--- config.mk ---
export PLATFORM = sky130hd
export DESIGN_NAME = uart_tx_mmio_flat
export DESIGN_NICKNAME = d
export VERILOG_FILES = /design/src/rtl/uart_pkg.sv /design/src/rtl/uart_tx_mmio_if.sv /design/src/rtl/uart_tx_mmio_sync_fifo.sv /design/src/rtl/uart_tx_mmio.sv /design/src/flat_wrapper.sv
export SDC_FILE = /design/constraint.sdc
export NUM_CORES = 1
export LEC_CHECK = 0
export ABC_AREA = 1
export CAP_MARGIN = 20
export CORE_ASPECT_RATIO = 1.5
export CORE_MARGIN = 2
export CORE_UTILIZATION = 27
export DETAILED_ROUTE_END_ITERATION = 6
export HOLD_SLACK_MARGIN = 0.03
export PLACE_DENSITY = 0.42
export SYNTH_ARGS = -nofsm -noshare
export SYNTH_HDL_FRONTEND = slang
export SYNTH_SLANG_ARGS = --single-unit
--- constraint.sdc ---
create_clock -name clk -period 2.95 [get_ports clk]
set_input_delay 0.59 -clock clk [delete_from_list [all_inputs] [get_ports clk]]
set_output_delay 0.59 -clock clk [all_outputs]
set_load 0.01 [all_outputs]
--- src/rtl/uart_pkg.sv ---
// Shared definitions for the memory-mapped UART transmitter: register map,
// STATUS bit layout, transmit FSM states and the divisor floor.
package uart_pkg;

    localparam logic [1:0] OFS_DATA   = 2'd0;
    localparam logic [1:0] OFS_STATUS = 2'd1;
    localparam logic [1:0] OFS_DIV    = 2'd2;

    localparam int unsigned ST_BUSY    = 0;
    localparam int unsigned ST_FULL    = 1;
    localparam int unsigned ST_EMPTY   = 2;
    localparam int unsigned ST_OVF     = 3;
    localparam int unsigned ST_CNT_LSB = 4;
    localparam int unsigned ST_CNT_W   = 5;

    localparam logic [15:0] DIV_MIN = 16'd2;

    typedef enum logic [1:0] {
        IDLE,
        START,
        DATA,
        STOP
    } tx_state_t;

    // A bit period below two cycles cannot be timed by the bit counter.
    function automatic logic [15:0] clamp_div(input logic [15:0] v);
        return (v < DIV_MIN) ? DIV_MIN : v;
    endfunction

endpackage

--- src/rtl/uart_tx_mmio_if.sv ---
// Data-memory bus as seen between the core (master) and a responder (slave).
interface uart_tx_mmio_if;
    logic [31:0] mem_addr;
    logic [31:0] mem_wdata;
    logic [3:0]  mem_wmask;
    logic        mem_rstrb;
    logic [31:0] mem_rdata;
    logic        hit;

    modport master (
        output mem_addr,
        output mem_wdata,
        output mem_wmask,
        output mem_rstrb,
        input  mem_rdata,
        input  hit
    );

    modport slave (
        input  mem_addr,
        input  mem_wdata,
        input  mem_wmask,
        input  mem_rstrb,
        output mem_rdata,
        output hit
    );
endinterface

--- src/rtl/uart_tx_mmio_sync_fifo.sv ---
// Single-clock FIFO with show-ahead read port; a push while full only
// lands when a pop frees a slot on the same edge.
module sync_fifo #(
    parameter int unsigned WIDTH = 8,
    parameter int unsigned DEPTH = 16
) (
    input  logic                     clk,
    input  logic                     rstn,
    input  logic                     push,
    input  logic                     pop,
    input  logic [WIDTH-1:0]         din,
    output logic [WIDTH-1:0]         dout,
    output logic                     full,
    output logic                     empty,
    output logic [$clog2(DEPTH):0]   count
);
    localparam int unsigned AW = $clog2(DEPTH);
    localparam int unsigned CW = AW + 1;

    logic [WIDTH-1:0] mem [DEPTH];
    logic [AW-1:0]    wr_ptr;
    logic [AW-1:0]    rd_ptr;
    logic [CW-1:0]    count_nxt;
    logic             do_push;
    logic             do_pop;

    assign do_pop  = pop & ~empty;
    assign do_push = push & (~full | do_pop);
    assign dout    = mem[rd_ptr];

    always_comb begin
        count_nxt = count;
        if (do_push && !do_pop) begin
            count_nxt = count + CW'(1);
        end else if (do_pop && !do_push) begin
            count_nxt = count - CW'(1);
        end
    end

    // Storage is deliberately not reset; occupancy is tracked by the pointers.
    always_ff @(posedge clk) begin
        if (do_push) begin
            mem[wr_ptr] <= din;
        end
    end

    // Pointers wrap naturally because DEPTH is a power of two.
    always_ff @(posedge clk or negedge rstn) begin
        if (!rstn) begin
            wr_ptr <= '0;
            rd_ptr <= '0;
            count  <= '0;
            full   <= 1'b0;
            empty  <= 1'b1;
        end else begin
            if (do_push) wr_ptr <= wr_ptr + AW'(1);
            if (do_pop)  rd_ptr <= rd_ptr + AW'(1);
            count <= count_nxt;
            full  <= (count_nxt == CW'(DEPTH));
            empty <= (count_nxt == '0);
        end
    end

endmodule

--- src/rtl/uart_tx_mmio.sv ---
// Memory-mapped 8N1 UART transmitter: DATA/STATUS/DIV registers on the core
// data bus, a TX FIFO, and a serializer with a programmable bit period.
module uart_tx_mmio
    import uart_pkg::*;
#(
    parameter int unsigned CLK_HZ     = 27000000,
    parameter int unsigned BAUD       = 115200,
    parameter logic [31:0] BASE_ADDR  = 32'h0000_8000,
    parameter int unsigned FIFO_DEPTH = 16
) (
    input  logic           clk,
    input  logic           rstn,
    uart_tx_mmio_if.slave  bus,
    output logic           uart_tx
);
    localparam int unsigned CW      = $clog2(FIFO_DEPTH) + 1;
    localparam int unsigned DIV_RAW = CLK_HZ / BAUD;
    localparam logic [15:0] DIV_RST = (DIV_RAW < 32'(DIV_MIN)) ? DIV_MIN : 16'(DIV_RAW);

    // Bus decode
    logic [1:0]  offset;
    logic        wr_en;
    logic        data_wr;
    logic        status_wr;
    logic        div_wr;
    logic [15:0] div_merged;

    // Registers
    logic [15:0] div;
    logic        overflow;
    logic [31:0] rdata_q;
    logic [31:0] status_word;
    logic [31:0] reg_rdata;

    // FIFO
    logic          push;
    logic          pop;
    logic [7:0]    fifo_dout;
    logic          fifo_full;
    logic          fifo_empty;
    logic [CW-1:0] fifo_count;

    // Serializer
    tx_state_t   state, state_nxt;
    logic [15:0] timer, timer_nxt;
    logic [15:0] bit_div, bit_div_nxt;
    logic [7:0]  shift, shift_nxt;
    logic [2:0]  bit_cnt, bit_cnt_nxt;
    logic        tx_q, tx_nxt;
    logic        timer_end;
    logic        busy;

    logic unused_bits;
    assign unused_bits = ^{bus.mem_addr[1:0], bus.mem_wdata[31:16], bus.mem_wmask[3:2]};

    assign bus.hit   = (bus.mem_addr[31:4] == BASE_ADDR[31:4]);
    assign offset    = bus.mem_addr[3:2];
    assign wr_en     = bus.hit & (|bus.mem_wmask);
    assign data_wr   = wr_en & (offset == OFS_DATA) & bus.mem_wmask[0];
    assign status_wr = wr_en & (offset == OFS_STATUS) & bus.mem_wmask[0];
    assign div_wr    = wr_en & (offset == OFS_DIV) & (|bus.mem_wmask[1:0]);
    assign push      = data_wr & (~fifo_full | pop);

    assign div_merged = {bus.mem_wmask[1] ? bus.mem_wdata[15:8] : div[15:8],
                         bus.mem_wmask[0] ? bus.mem_wdata[7:0]  : div[7:0]};

    assign busy          = (state != IDLE);
    assign uart_tx       = tx_q;
    assign bus.mem_rdata = rdata_q;

    sync_fifo #(
        .WIDTH (8),
        .DEPTH (FIFO_DEPTH)
    ) u_fifo (
        .clk   (clk),
        .rstn  (rstn),
        .push  (push),
        .pop   (pop),
        .din   (bus.mem_wdata[7:0]),
        .dout  (fifo_dout),
        .full  (fifo_full),
        .empty (fifo_empty),
        .count (fifo_count)
    );

    always_comb begin
        status_word                               = '0;
        status_word[ST_BUSY]                      = busy;
        status_word[ST_FULL]                      = fifo_full;
        status_word[ST_EMPTY]                     = fifo_empty;
        status_word[ST_OVF]                       = overflow;
        status_word[ST_CNT_LSB +: ST_CNT_W]       = ST_CNT_W'(fifo_count);
    end

    always_comb begin
        reg_rdata = '0;
        case (offset)
            OFS_STATUS: reg_rdata = status_word;
            OFS_DIV:    reg_rdata = {16'd0, div};
            default:    reg_rdata = '0;
        endcase
    end

    // Register file and read-data capture; DIV writes only reach the serializer on its next pop.
    always_ff @(posedge clk or negedge rstn) begin
        if (!rstn) begin
            div      <= DIV_RST;
            overflow <= 1'b0;
            rdata_q  <= '0;
        end else begin
            if (div_wr) begin
                div <= clamp_div(div_merged);
            end
            if (data_wr && fifo_full && !pop) begin
                overflow <= 1'b1;
            end else if (status_wr && bus.mem_wdata[ST_OVF]) begin
                overflow <= 1'b0;
            end
            if (bus.mem_rstrb) begin
                rdata_q <= bus.hit ? reg_rdata : '0;
            end
        end
    end

    always_ff @(posedge clk or negedge rstn) begin
        if (!rstn) begin
            state   <= IDLE;
            timer   <= '0;
            bit_div <= DIV_RST;
            shift   <= '0;
            bit_cnt <= '0;
            tx_q    <= 1'b1;
        end else begin
            state   <= state_nxt;
            timer   <= timer_nxt;
            bit_div <= bit_div_nxt;
            shift   <= shift_nxt;
            bit_cnt <= bit_cnt_nxt;
            tx_q    <= tx_nxt;
        end
    end

    assign timer_end = (timer == (bit_div - 16'd1));

    // Frame sequencing; a pop from IDLE or at the end of STOP starts the start bit on the same edge.
    always_comb begin
        state_nxt   = state;
        timer_nxt   = timer;
        bit_div_nxt = bit_div;
        shift_nxt   = shift;
        bit_cnt_nxt = bit_cnt;
        tx_nxt      = tx_q;
        pop         = 1'b0;

        case (state)
            IDLE: begin
                tx_nxt = 1'b1;
                if (!fifo_empty) begin
                    pop         = 1'b1;
                    shift_nxt   = fifo_dout;
                    bit_div_nxt = div;
                    timer_nxt   = '0;
                    tx_nxt      = 1'b0;
                    state_nxt   = START;
                end
            end
            START: begin
                if (timer_end) begin
                    timer_nxt   = '0;
                    bit_cnt_nxt = '0;
                    tx_nxt      = shift[0];
                    state_nxt   = DATA;
                end else begin
                    timer_nxt = timer + 16'd1;
                end
            end
            DATA: begin
                if (timer_end) begin
                    timer_nxt = '0;
                    if (bit_cnt == 3'd7) begin
                        tx_nxt    = 1'b1;
                        state_nxt = STOP;
                    end else begin
                        shift_nxt   = {1'b0, shift[7:1]};
                        tx_nxt      = shift[1];
                        bit_cnt_nxt = bit_cnt + 3'd1;
                    end
                end else begin
                    timer_nxt = timer + 16'd1;
                end
            end
            STOP: begin
                if (timer_end) begin
                    timer_nxt = '0;
                    if (!fifo_empty) begin
                        pop         = 1'b1;
                        shift_nxt   = fifo_dout;
                        bit_div_nxt = div;
                        tx_nxt      = 1'b0;
                        state_nxt   = START;
                    end else begin
                        tx_nxt    = 1'b1;
                        state_nxt = IDLE;
                    end
                end else begin
                    timer_nxt = timer + 16'd1;
                end
            end
            default: begin
                tx_nxt    = 1'b1;
                state_nxt = IDLE;
            end
        endcase
    end

endmodule

--- src/flat_wrapper.sv ---
// flat-port wrapper written by rule: the top's interface ports become plain ports
module uart_tx_mmio_flat import uart_pkg::*;
#(
    parameter int unsigned CLK_HZ     = 27000000,
    parameter int unsigned BAUD       = 115200,
    parameter logic [31:0] BASE_ADDR  = 32'h0000_8000,
    parameter int unsigned FIFO_DEPTH = 16
)
  (clk, rstn, uart_tx, bus_mem_addr, bus_mem_wdata, bus_mem_wmask, bus_mem_rstrb, bus_mem_rdata, bus_hit);
  uart_tx_mmio_if bus_i ();
  input  logic clk;
  input  logic rstn;
  output logic uart_tx;
  input wire logic [$bits(bus_i.mem_addr)-1:0] bus_mem_addr;
  input wire logic [$bits(bus_i.mem_wdata)-1:0] bus_mem_wdata;
  input wire logic [$bits(bus_i.mem_wmask)-1:0] bus_mem_wmask;
  input wire logic [$bits(bus_i.mem_rstrb)-1:0] bus_mem_rstrb;
  output wire logic [$bits(bus_i.mem_rdata)-1:0] bus_mem_rdata;
  output wire logic [$bits(bus_i.hit)-1:0] bus_hit;
  assign bus_i.mem_addr = bus_mem_addr;
  assign bus_i.mem_wdata = bus_mem_wdata;
  assign bus_i.mem_wmask = bus_mem_wmask;
  assign bus_i.mem_rstrb = bus_mem_rstrb;
  assign bus_mem_rdata = bus_i.mem_rdata;
  assign bus_hit = bus_i.hit;
  uart_tx_mmio #(.CLK_HZ(CLK_HZ), .BAUD(BAUD), .BASE_ADDR(BASE_ADDR), .FIFO_DEPTH(FIFO_DEPTH)) u_core (.clk(clk), .rstn(rstn), .bus(bus_i), .uart_tx(uart_tx));
endmodule
## After elaboration in Yosys (flattened, before gate mapping)

Memories as Yosys holds them, arrays and structs flattened.
Cells that the tools add are included.

- Bits of input ports: 71
- Word-level logic and storage cells: 118
- Memories kept: 1
- Register bits after elaboration: 110
- RAM bits: 128
- Output and inout bits: 34

Memory list:

| name | depth | width | read ports | clocked after memory_dff | wr ports | RTL line | text |
|---|---|---|---|---|---|---|---|
| u_core.u_fifo.mem | 16 | 8 | 1 | 0 | 1 | uart_tx_mmio_sync_fifo.sv:20 | `logic [WIDTH-1:0] mem [DEPTH];` |

- Reductions and logical operators: 24
- Mux-type cells: 42
- Add/subtract/negate cells: 7
- Equality and inequality tests: 15
- Bitwise operators: 14
- Order comparisons: 1

Operators with widths:

| cell | number |
|---|---|
| 16-bit two-way mux | 6 |
| 16-bit one-hot mux with 2 select lines | 3 |
| 8-bit two-way mux | 6 |
| 28-bit by 12-bit equality test with 1-bit output (second input constant) | 1 |
| 8-bit one-hot mux with 3 select lines | 1 |
| 16-bit by 1-bit adder with 16-bit output (second input constant) | 1 |
| 16-bit equality test | 1 |
| 16-bit by 2-bit < comparator with 1-bit output (second input constant) | 1 |
| 16-bit by 1-bit subtractor with 16-bit output (second input constant) | 1 |
| 1-bit two-way mux | 12 |
| 1-bit bitwise AND | 10 |
| 2-bit two-way mux | 5 |
| 5-bit two-way mux | 2 |
| 3-bit two-way mux | 3 |
| 4-bit by 1-bit adder with 4-bit output (second input constant) | 2 |
| 2-bit by 1-bit != test with 1-bit output (second input constant) | 4 |
| 2-bit one-hot mux with 4 select lines | 1 |
| 4-bit AND reduction | 2 |
| 2-bit nonzero test | 4 |
| 2-bit equality test (second input constant) | 3 |
| 3-bit one-hot mux with 2 select lines | 1 |
| 5-bit by 1-bit adder with 5-bit output (second input constant) | 1 |
| 5-bit equality test (second input constant) | 1 |
| 1-bit logical AND | 5 |
| 19 further kinds | 26 |

## Logic depth before layout (Yosys ltp)

Gate-level depths: netlist of the first run.

- Depth in word-level cells: 12
- Mapped depth: 21
- Mapped depth without buffers: 21

## Hierarchy

Synthesis of the first run repeated with hierarchy kept, for this count alone.

- Cell total of the unflattened synthesis: 1,162
- Area total of the unflattened synthesis: 11,145.7 um2

By module, submodules not included:

| module | instances | sequential area each (um2) | cells each | area each (um2) |
|---|---|---|---|---|
| sync_fifo | 1 | 4,220.3 | 500 | 6,037.0 |
| uart_tx_mmio | 1 | 1,990.7 | 662 | 5,108.6 |

## Least setup slack after synthesis of the first run

No wires, ideal clock.

- Path type: register to register
- Start: register u_core.bit_div[1]
- End: memory u_core.u_fifo.mem[7][0] (enable)
- Library setup time: 370 ps
- Period minus slack after synthesis: 2,747 ps
- Required time: 2,580 ps
- Slack: 203 ps
- Path buffers: 0
- Stages on the path, launching flop included: 18
- Arrival: 2,377 ps
- Cell sequence: dfstp_2 > inv_1 > ha_1 > nand2_1 > inv_1 > nor2_1 > nand2_1 > nor2_1 > nand3_1 > nor2_2 > nand2_2 > nor2_4 > nand3_2 > nand2_4 > nand2_4 > nand2_4 > nand3_1 > nor2_1

- Word-level cells in the longest chain between the ends: 9
- Elaborated cells between the ends (all ways): 11
- Classes of those cells: add/sub (1); eq/ne (1); mux (4); bitwise (5)

Ends and longest elaborated chain:

| element | RTL line | text |
|---|---|---|
| from (decl) | uart_tx_mmio.sv:46 | `logic [15:0] bit_div, bit_div_nxt;` |
| from (signal assigned) | uart_tx_mmio.sv:136 | `bit_div <= bit_div_nxt;` |
| 16-bit by 1-bit subtractor with 16-bit output * | uart_tx_mmio.sv:143 | `assign timer_end = (timer == (bit_div - 16'd1));` |
| 16-bit equality test * | uart_tx_mmio.sv:143 |  |
| 1-bit two-way mux * | uart_tx_mmio.sv:193 | `if (timer_end) begin` |
| 1-bit one-hot mux with 2 select lines * | uart_tx_mmio.sv:155 | `case (state)` |
| 1-bit OR / 1-bit bitwise AND (equally long branches) | uart_tx_mmio.sv:62, uart_tx_mmio_sync_fifo.sv:27 |  |
| 1-bit bitwise AND / 1-bit OR (equally long branches) | uart_tx_mmio.sv:62, uart_tx_mmio_sync_fifo.sv:28 |  |
| 1-bit bitwise AND * | uart_tx_mmio_sync_fifo.sv:28 | `assign do_push = push & (~full \| do_pop);` |
| 1-bit two-way mux * | uart_tx_mmio_sync_fifo.sv:42 | `if (do_push) begin` |
| 1-bit two-way mux (not written as such) * | uart_tx_mmio_sync_fifo.sv:43 | `mem[wr_ptr] <= din;` |
| to (decl) | uart_tx_mmio_sync_fifo.sv:20 |  |

Every way passes the cells marked *; elsewhere a longest branch is shown, timed or not.

## Worst setup path in the final report of the first run

- Start: register u_core.bit_div[1]
- End: memory u_core.u_fifo.mem[14][0] (enable)

The elaborated chain is that of the path after synthesis.

==> impl_metrics.yaml, run 1 <==
detailed_routing:
  wirelength_mm: 30.0
  wl_per_cell_um: 17.3
  drt_iter0_drc: 419
  route.met2.wl_mm: 15.9
  vias: 8001
  vias_per_cell: 4.60
  antenna_left: 0
  dr_wl_met3_um: 763
  wl_met1_mm: 12.3
  topRoutingLayerUsed: "met4"
  drc: 0
  dr.pass1.iters: 5
placed_design:
  dpl.hpwl_mm: 21.0
  portBuffers: 70
  gp_congestion: 0.791
  place_inst: 1693
synth:
  syn_area_um2: 10700
  ys_types: 47
  yosysWarningCount: 0
  synth_area_per_cell_um2: 9.66
  ys.flop_type: "edfxtp_1"
  synthArstFlopShare_pct: 42.3
  ys_ff_latch: 222
  seq_area_frac_synth_pct: 57.8
  syn_inst: 1112
  synth_edf_count: 128
floorplan:
  die_y_um: 248
  std_cell_rows: 89
  start_util_pct: 27.3
  core_area_um2: 39300
  die_area_um2: 41400
  fp.dieW_um: 167
  io_pins: 105
worst_hold_path:
  hold-path-endpoint: "u_core.bus.mem_rdata[12]"
  min_from: "u_core.bus.mem_rdata[12]"
  hold_depth: 2
  hold_path_class: "reg2reg"
sta:
  period_minus_slack_ps: 2750
  tightest_slew_ps: 816
  fin_crit_sh_pct: 93.2
  finalSetupViolations: 0
  fmax_mhz: 364
  finClkSkew_ps: 25.6
  rsz0062_at_grt: "true"
  final-hold-violation-count: 0
  tns_ps: 0
  max_slew_margin_pct: 45.4
  drv_slew: 0
clock_tree:
  htree_levels: 1
  numClockSinks: 222
  tritoncts: "done"
  cts.path.max_buffers: 3
  clk_pin_slew_ps: 60
  cts_root_buf: "clkbuf_16"
  cts_buffers: 26
  clkLatencyLatePin_ps: 540
finish:
  antennaDiodeCount: 0
  final_cell_mix: "nand2_1 (182), o21ai_0 (149), nor2_1 (141)"
  drive_above_1_share_pct: 12.6
  areaGrowthSynthToFinish_pct: 23.3
  fin_nets: 1315
  stdcell_count: 1740
  n_fill_cell: 4039
  layout_commonest_cell: "nand2_1"
global_routing:
  grt_pass1_vias: 7946
  antenna_found_initial: 0
  grt_max_degree: 67
  grt_usage_pct: 14.4
  grt-ovfl-total: 0
  grt_pass1_wl_mm: 46.1
critical_path:
  path_class: "reg2reg"
  startpoint: "u_core.bit_div[1]"
  critical_path.endpoint_type: "flop"
  r2r-end: "u_core.u_fifo.mem[14][0]"
  critPathRequiredTime_ps: 3200
  worstPathArrival_ps: 3000
  startpoint_type: "flop"
  rr_worst_depth: 18
  reg2reg_slack_ps: 200
  rr_startpoint: "u_core.bit_div[1]"
  cp_max_fo: 7
power_and_ir_drop:
  p_leak_nw: 5.23
  p_per_area_nw_per_um2: 505
  power_mw: 6.69
  ir_drop_mv: 0.421
job:
  cap_violations: 0
outcome:
  status: "finished clean"
-- metal layers --
layer | vias up | GRT usage, %
met1 | 3829 | 16.9
met2 | 119 | 26.5
li1 | 4005 | -
met3 | 48 | 1.57
met4 | 0 | 5.91
met5 | - | 0
-- cell type report --
cell class              instances  area, µm²  share of cell area [%]
flip-flops and latches        222       6210                    46.9
repair buffers                130       1240                    9.36
multi-input cells             735       3930                    29.6
clock inverters                12        135                    1.02
well taps                     500        626                    4.72
clock buffers                  31        691                    5.22
inverters                     110        413                    3.12
-- how the worst max path moves through the flow --
stage | end | slack, ps | cells after the start
after floorplan | u_core.u_fifo.mem[7][0] | 200 | 17
after global placement | u_core.u_fifo.mem[13][2] | -50 | 15
after detailed placement | u_core.u_fifo.mem[13][7] | 7 | 15
after CTS | u_core.u_fifo.mem[13][4] | 4 | 19
after global routing | u_core.u_fifo.empty | -10 | 21
final | u_core.u_fifo.mem[14][0] | 200 | 18
-- repair_timing --
action | CTS | global route
gates resized for setup | 0 | 26
setup endpoints to repair | 0 | 130
setup buffers | 0 | 3
hold endpoints to repair | 10 | 0
hold buffers | 1 | 0
-- synth_stat cells, types with 2 or more instances --
library cell  number  area share [%]
clkinv_1           3            0.10
inv_1            103             3.6
nand3_4            2            0.33
dfrtp_1           82              19
nor2_4             4            0.42
o41ai_1            7            0.57
nand3b_1           3            0.21
o21ai_0          149             6.9
nor2_2             7            0.41
xor2_1            22             1.8
nor4_1             6            0.35
nor3_1             5            0.23
nand2_1          182             6.4
edfxtp_1         128              36
a31oi_1            5            0.29
o221ai_1          11            0.90
buf_4             17             1.2
clkbuf_1          41             1.4
nand4_1           13            0.76
inv_2              4            0.14
nor2_1           150             5.2
xnor2_1            5            0.41
ha_1              19             2.2
nand2_4            3            0.31
o211ai_1           8            0.56
nand3_1           33             1.5
o32ai_1            2            0.16
o21ai_1            3            0.14
or2_2              2            0.12
a21oi_1           13            0.61
nand3_2            4            0.37
a32o_1            10            0.93
nand2_2            8            0.47
dfstp_2           12             2.9
o22ai_1           34             2.0
-- sequential cells by signal, summed over array words and instances (netlist names), 3 cells and up --
register,count
u_core.bit_cnt,3
u_core.bit_div,16
u_core.bus.mem_rdata,16
u_core.div,16
u_core.shift,8
u_core.timer,16
u_core.u_fifo.count,5
u_core.u_fifo.mem,128
u_core.u_fifo.rd_ptr,4
u_core.u_fifo.wr_ptr,4
-- critical path: stages (launching register included) --
cell,delay (ps)
dfstp_2,540
inv_1,80
ha_4,270
nor2_1,40
nor2_1,100
nand2_1,70
nor2_2,100
nand3_2,70
nor2_2,90
nand2_2,70
nor2_4,130
nand3_2,100
nand2_4,100
nand2_4,60
nand2_4,90
nand3_1,70
buf_4,170
nor2_1,150
buf_6,170
-- where the power goes --
part           leakage, nW  switching (mW)  internal, mW
registers             2.28         0.00129          3.29
logic                 2.55           0.137        0.0924
clock network        0.398            1.25          1.91
total                 5.23            1.39          5.29
-- logic make-up after synthesis --
group / count (synthesis) / share of synthesized area, %
other cells: 1 / 0.0349
simple gates: 425 / 17.4
mux: 2 / 0.210
buf+inv: 170 / 6.55
compound gates: 245 / 13.3
fa+ha+maj: 19 / 2.21
flops: 222 / 57.8
xor+xnor: 28 / 2.41
-- metrics by stage --
stage                     utilization [%]  worst slack, ps  cell area [µm²]  hold slack, ps
after floorplan                         -              203            10800             294
after global placement               31.3            -52.1            12300             463
after detailed placement             31.3             7.28            12300             462
after CTS                            33.4             3.96            13100             483
after global routing                 33.7            -13.6            13200             501
final                                33.7              199            13200             480
(Power assumes the default switching activity.)
==> inputs of run 2 (changes only) <==
Settings changed: RECOVER_POWER from default to 25.
==> run 2 against run 1 <==
  * Total power is essentially flat
  * Critical path depth is the same
  * Maximum frequency grew 0.16%
  * Clock power is essentially flat
  * Count of clock-buffer cells in the layout is the same
  * First-iteration DRC count shrank 7.2%
  * Utilization shrank 0.064 points
  * Sequential share of layout area grew 0.089 points
  * Combinational power shrank 3%
  * Critical path type unchanged
  * Critical endpoint unchanged
  * Largest power group unchanged
==> impl_metrics.yaml, run 2 (synthesized netlist as in run 1, its figures left out) <==
finish:
  regMostFlops: "u_core.u_fifo.mem"
  utilization_pct: 33.6
  areaGrowthSynthToFinish_pct: 23.1
  largest_register_ffs: 128
  n_fill_cell: 4047
  layout_commonest_cell: "nand2_1"
  stdcell_count: 1740
  area.sequential_um2: 6210
  drive_above_1_share_pct: 12.1
  multi_input_area_um2: 3930
  antennaDiodeCount: 0
  fin_nets: 1315
  final_cell_mix: "nand2_1 (182), o21ai_0 (149), nor2_1 (141)"
  design_area_um2: 13200
power_and_ir_drop:
  switching_power_mw: 1.40
  ir_drop_mv: 0.421
  p_sw_share_pct: 20.9
  pwr-share-seq_pct: 49.3
  p_int_mw: 5.29
  comb_power_share_pct: 3.3
  p_leak_nw: 5.21
  p_per_area_nw_per_um2: 506
  clkPwrFrac_pct: 47.4
detailed_routing:
  vias: 7998
  wl_per_cell_um: 17.2
  wl_met1_mm: 12.2
  antenna_left: 0
  dr_wl_met3_um: 796
  drc: 0
  drt_iter0_drc: 389
  dr.pass1.iters: 5
  route.met2.wl_mm: 15.8
  topRoutingLayerUsed: "met4"
  vias_per_cell: 4.60
  wirelength_mm: 30.0
floorplan:
  fp.dieW_um: 167
  die_area_um2: 41400
  io_pins: 105
  start_util_pct: 27.3
  std_cell_rows: 89
  die_y_um: 248
  core_area_um2: 39300
global_routing:
  grt_max_degree: 67
  grt_pass1_vias: 7946
  grt_usage_pct: 14.4
  grt-ovfl-total: 0
  grt_pass1_wl_mm: 46.1
  antenna_found_initial: 0
clock_tree:
  cts_buffers: 26
  clkLatencyLatePin_ps: 540
  cts.path.max_buffers: 3
  tritoncts: "done"
  cts_root_buf: "clkbuf_16"
  numClockSinks: 222
  htree_levels: 1
  clk_pin_slew_ps: 60
sta:
  max_slew_margin_pct: 33.6
  fin_crit_sh_pct: 93.1
  finalSetupViolations: 0
  rsz0062_at_grt: "true"
  finClkSkew_ps: 25.8
  drv_slew: 0
  tns_ps: 0
  tightest_slew_ps: 997
  fin_ws_ps: 204
  period_minus_slack_ps: 2750
  final-hold-violation-count: 0
  fmax_mhz: 364
outcome:
  status: "finished clean"
placed_design:
  dpl_cell_area_um2: 12300
  gp_congestion: 0.791
  post-place-ws_ps: 7.28
  place_inst: 1693
  dpl.hpwl_mm: 21.0
  portBuffers: 70
critical_path:
  crit_chain: "inv_1, ha_4, nor2_1, nor2_1, nand2_1, nor2_2, nand3_2, nor2_2, nand2_2, nor2_4, nand3_2, nand2_4, nand2_4, nand2_4, nand3_1, buf_4, nor2_1, buf_6"
  critical_path.endpoint_type: "flop"
  reg2reg_slack_ps: 200
  r2r-end: "u_core.u_fifo.mem[14][0]"
  startpoint_type: "flop"
  critPathRequiredTime_ps: 3200
  max_stage_delay_ps: 540
  path_class: "reg2reg"
  cpMaxStageDelayCell: "dfstp_2"
  worstPathArrival_ps: 3000
  rr_worst_depth: 18
  rr_startpoint: "u_core.bit_div[1]"
  cp_max_fo: 7
worst_hold_path:
  hold_path_class: "reg2reg"
  hold_depth: 2
  hold-path-endpoint: "u_core.bus.mem_rdata[12]"
  min_from: "u_core.bus.mem_rdata[12]"
job:
  cap_violations: 0
run 2: cell count changes in the layout (fill, tap and decap cells not counted), sizes merged:
cell and change:
buf -7, dlygate4sd3 +6, clkdlybuf4s50 -6, clkbuf +7
run 2: routing by layer:
| layer | global-route usage, % | vias to the layer above |
|---|---|---|
| li1 | - | 4000 |
| met1 | 16.9 | 3832 |
| met2 | 26.5 | 115 |
| met3 | 1.57 | 51 |
| met4 | 5.91 | 0 |
| met5 | 0 | - |
run 2: stage by stage:
stage                     hold slack, ps  power (mW)
after floorplan                      294        3.43
after global placement               463        3.59
after detailed placement             462        3.59
after CTS                            483        6.81
after global routing                 501        6.94
final                                480        6.69
run 2: worst max-delay path: cells and delay by family (launching register included):
kind                     cells  cell delay, ps
AND/OR/NAND/NOR             14            1240
adder cells (fa/ha/maj)      1             270
buffers and inverters        3             420
flip-flops                   1             540
run 2: how the worst max path moves through the flow:
stage	start	endpoint	cells after the start	slack [ps]
3_5_place_dp	bus_mem_addr[15]	u_core.u_fifo.mem[13][7]	15	7
6_report	u_core.bit_div[1]	u_core.u_fifo.mem[14][0]	18	200
2_1_floorplan	u_core.bit_div[1]	u_core.u_fifo.mem[7][0]	17	200
4_1_cts	u_core.bit_div[1]	u_core.u_fifo.mem[13][4]	19	4
3_3_place_gp	bus_mem_addr[15]	u_core.u_fifo.mem[13][2]	15	-50
5_1_grt	u_core.bit_div[1]	u_core.u_fifo.empty	21	-10
run 2: final cells by class:
class | count | area share, %
clock buffers | 31 | 5.23
well taps | 500 | 4.73
repair buffers | 130 | 9.19
multi-input cells | 735 | 29.7
clock inverters | 12 | 1.02
flip-flops and latches | 222 | 47.0
inverters | 110 | 3.12
run 2: repair_timing:
action	4_1_cts	5_1_grt
gates resized for setup	0	26
setup endpoints to repair	0	130
buffers inserted	0	3
hold buffers	1	0
hold endpoints to repair	10	0
run 2: power by group through the flow:
stage,Clock [mW],Combinational (mW),Sequential [mW]
floorplan,0,0.0794,3.35
global placement,0,0.234,3.35
detailed placement,0,0.233,3.35
CTS,3.29,0.235,3.29
global route,3.40,0.251,3.29
finish,3.17,0.223,3.29
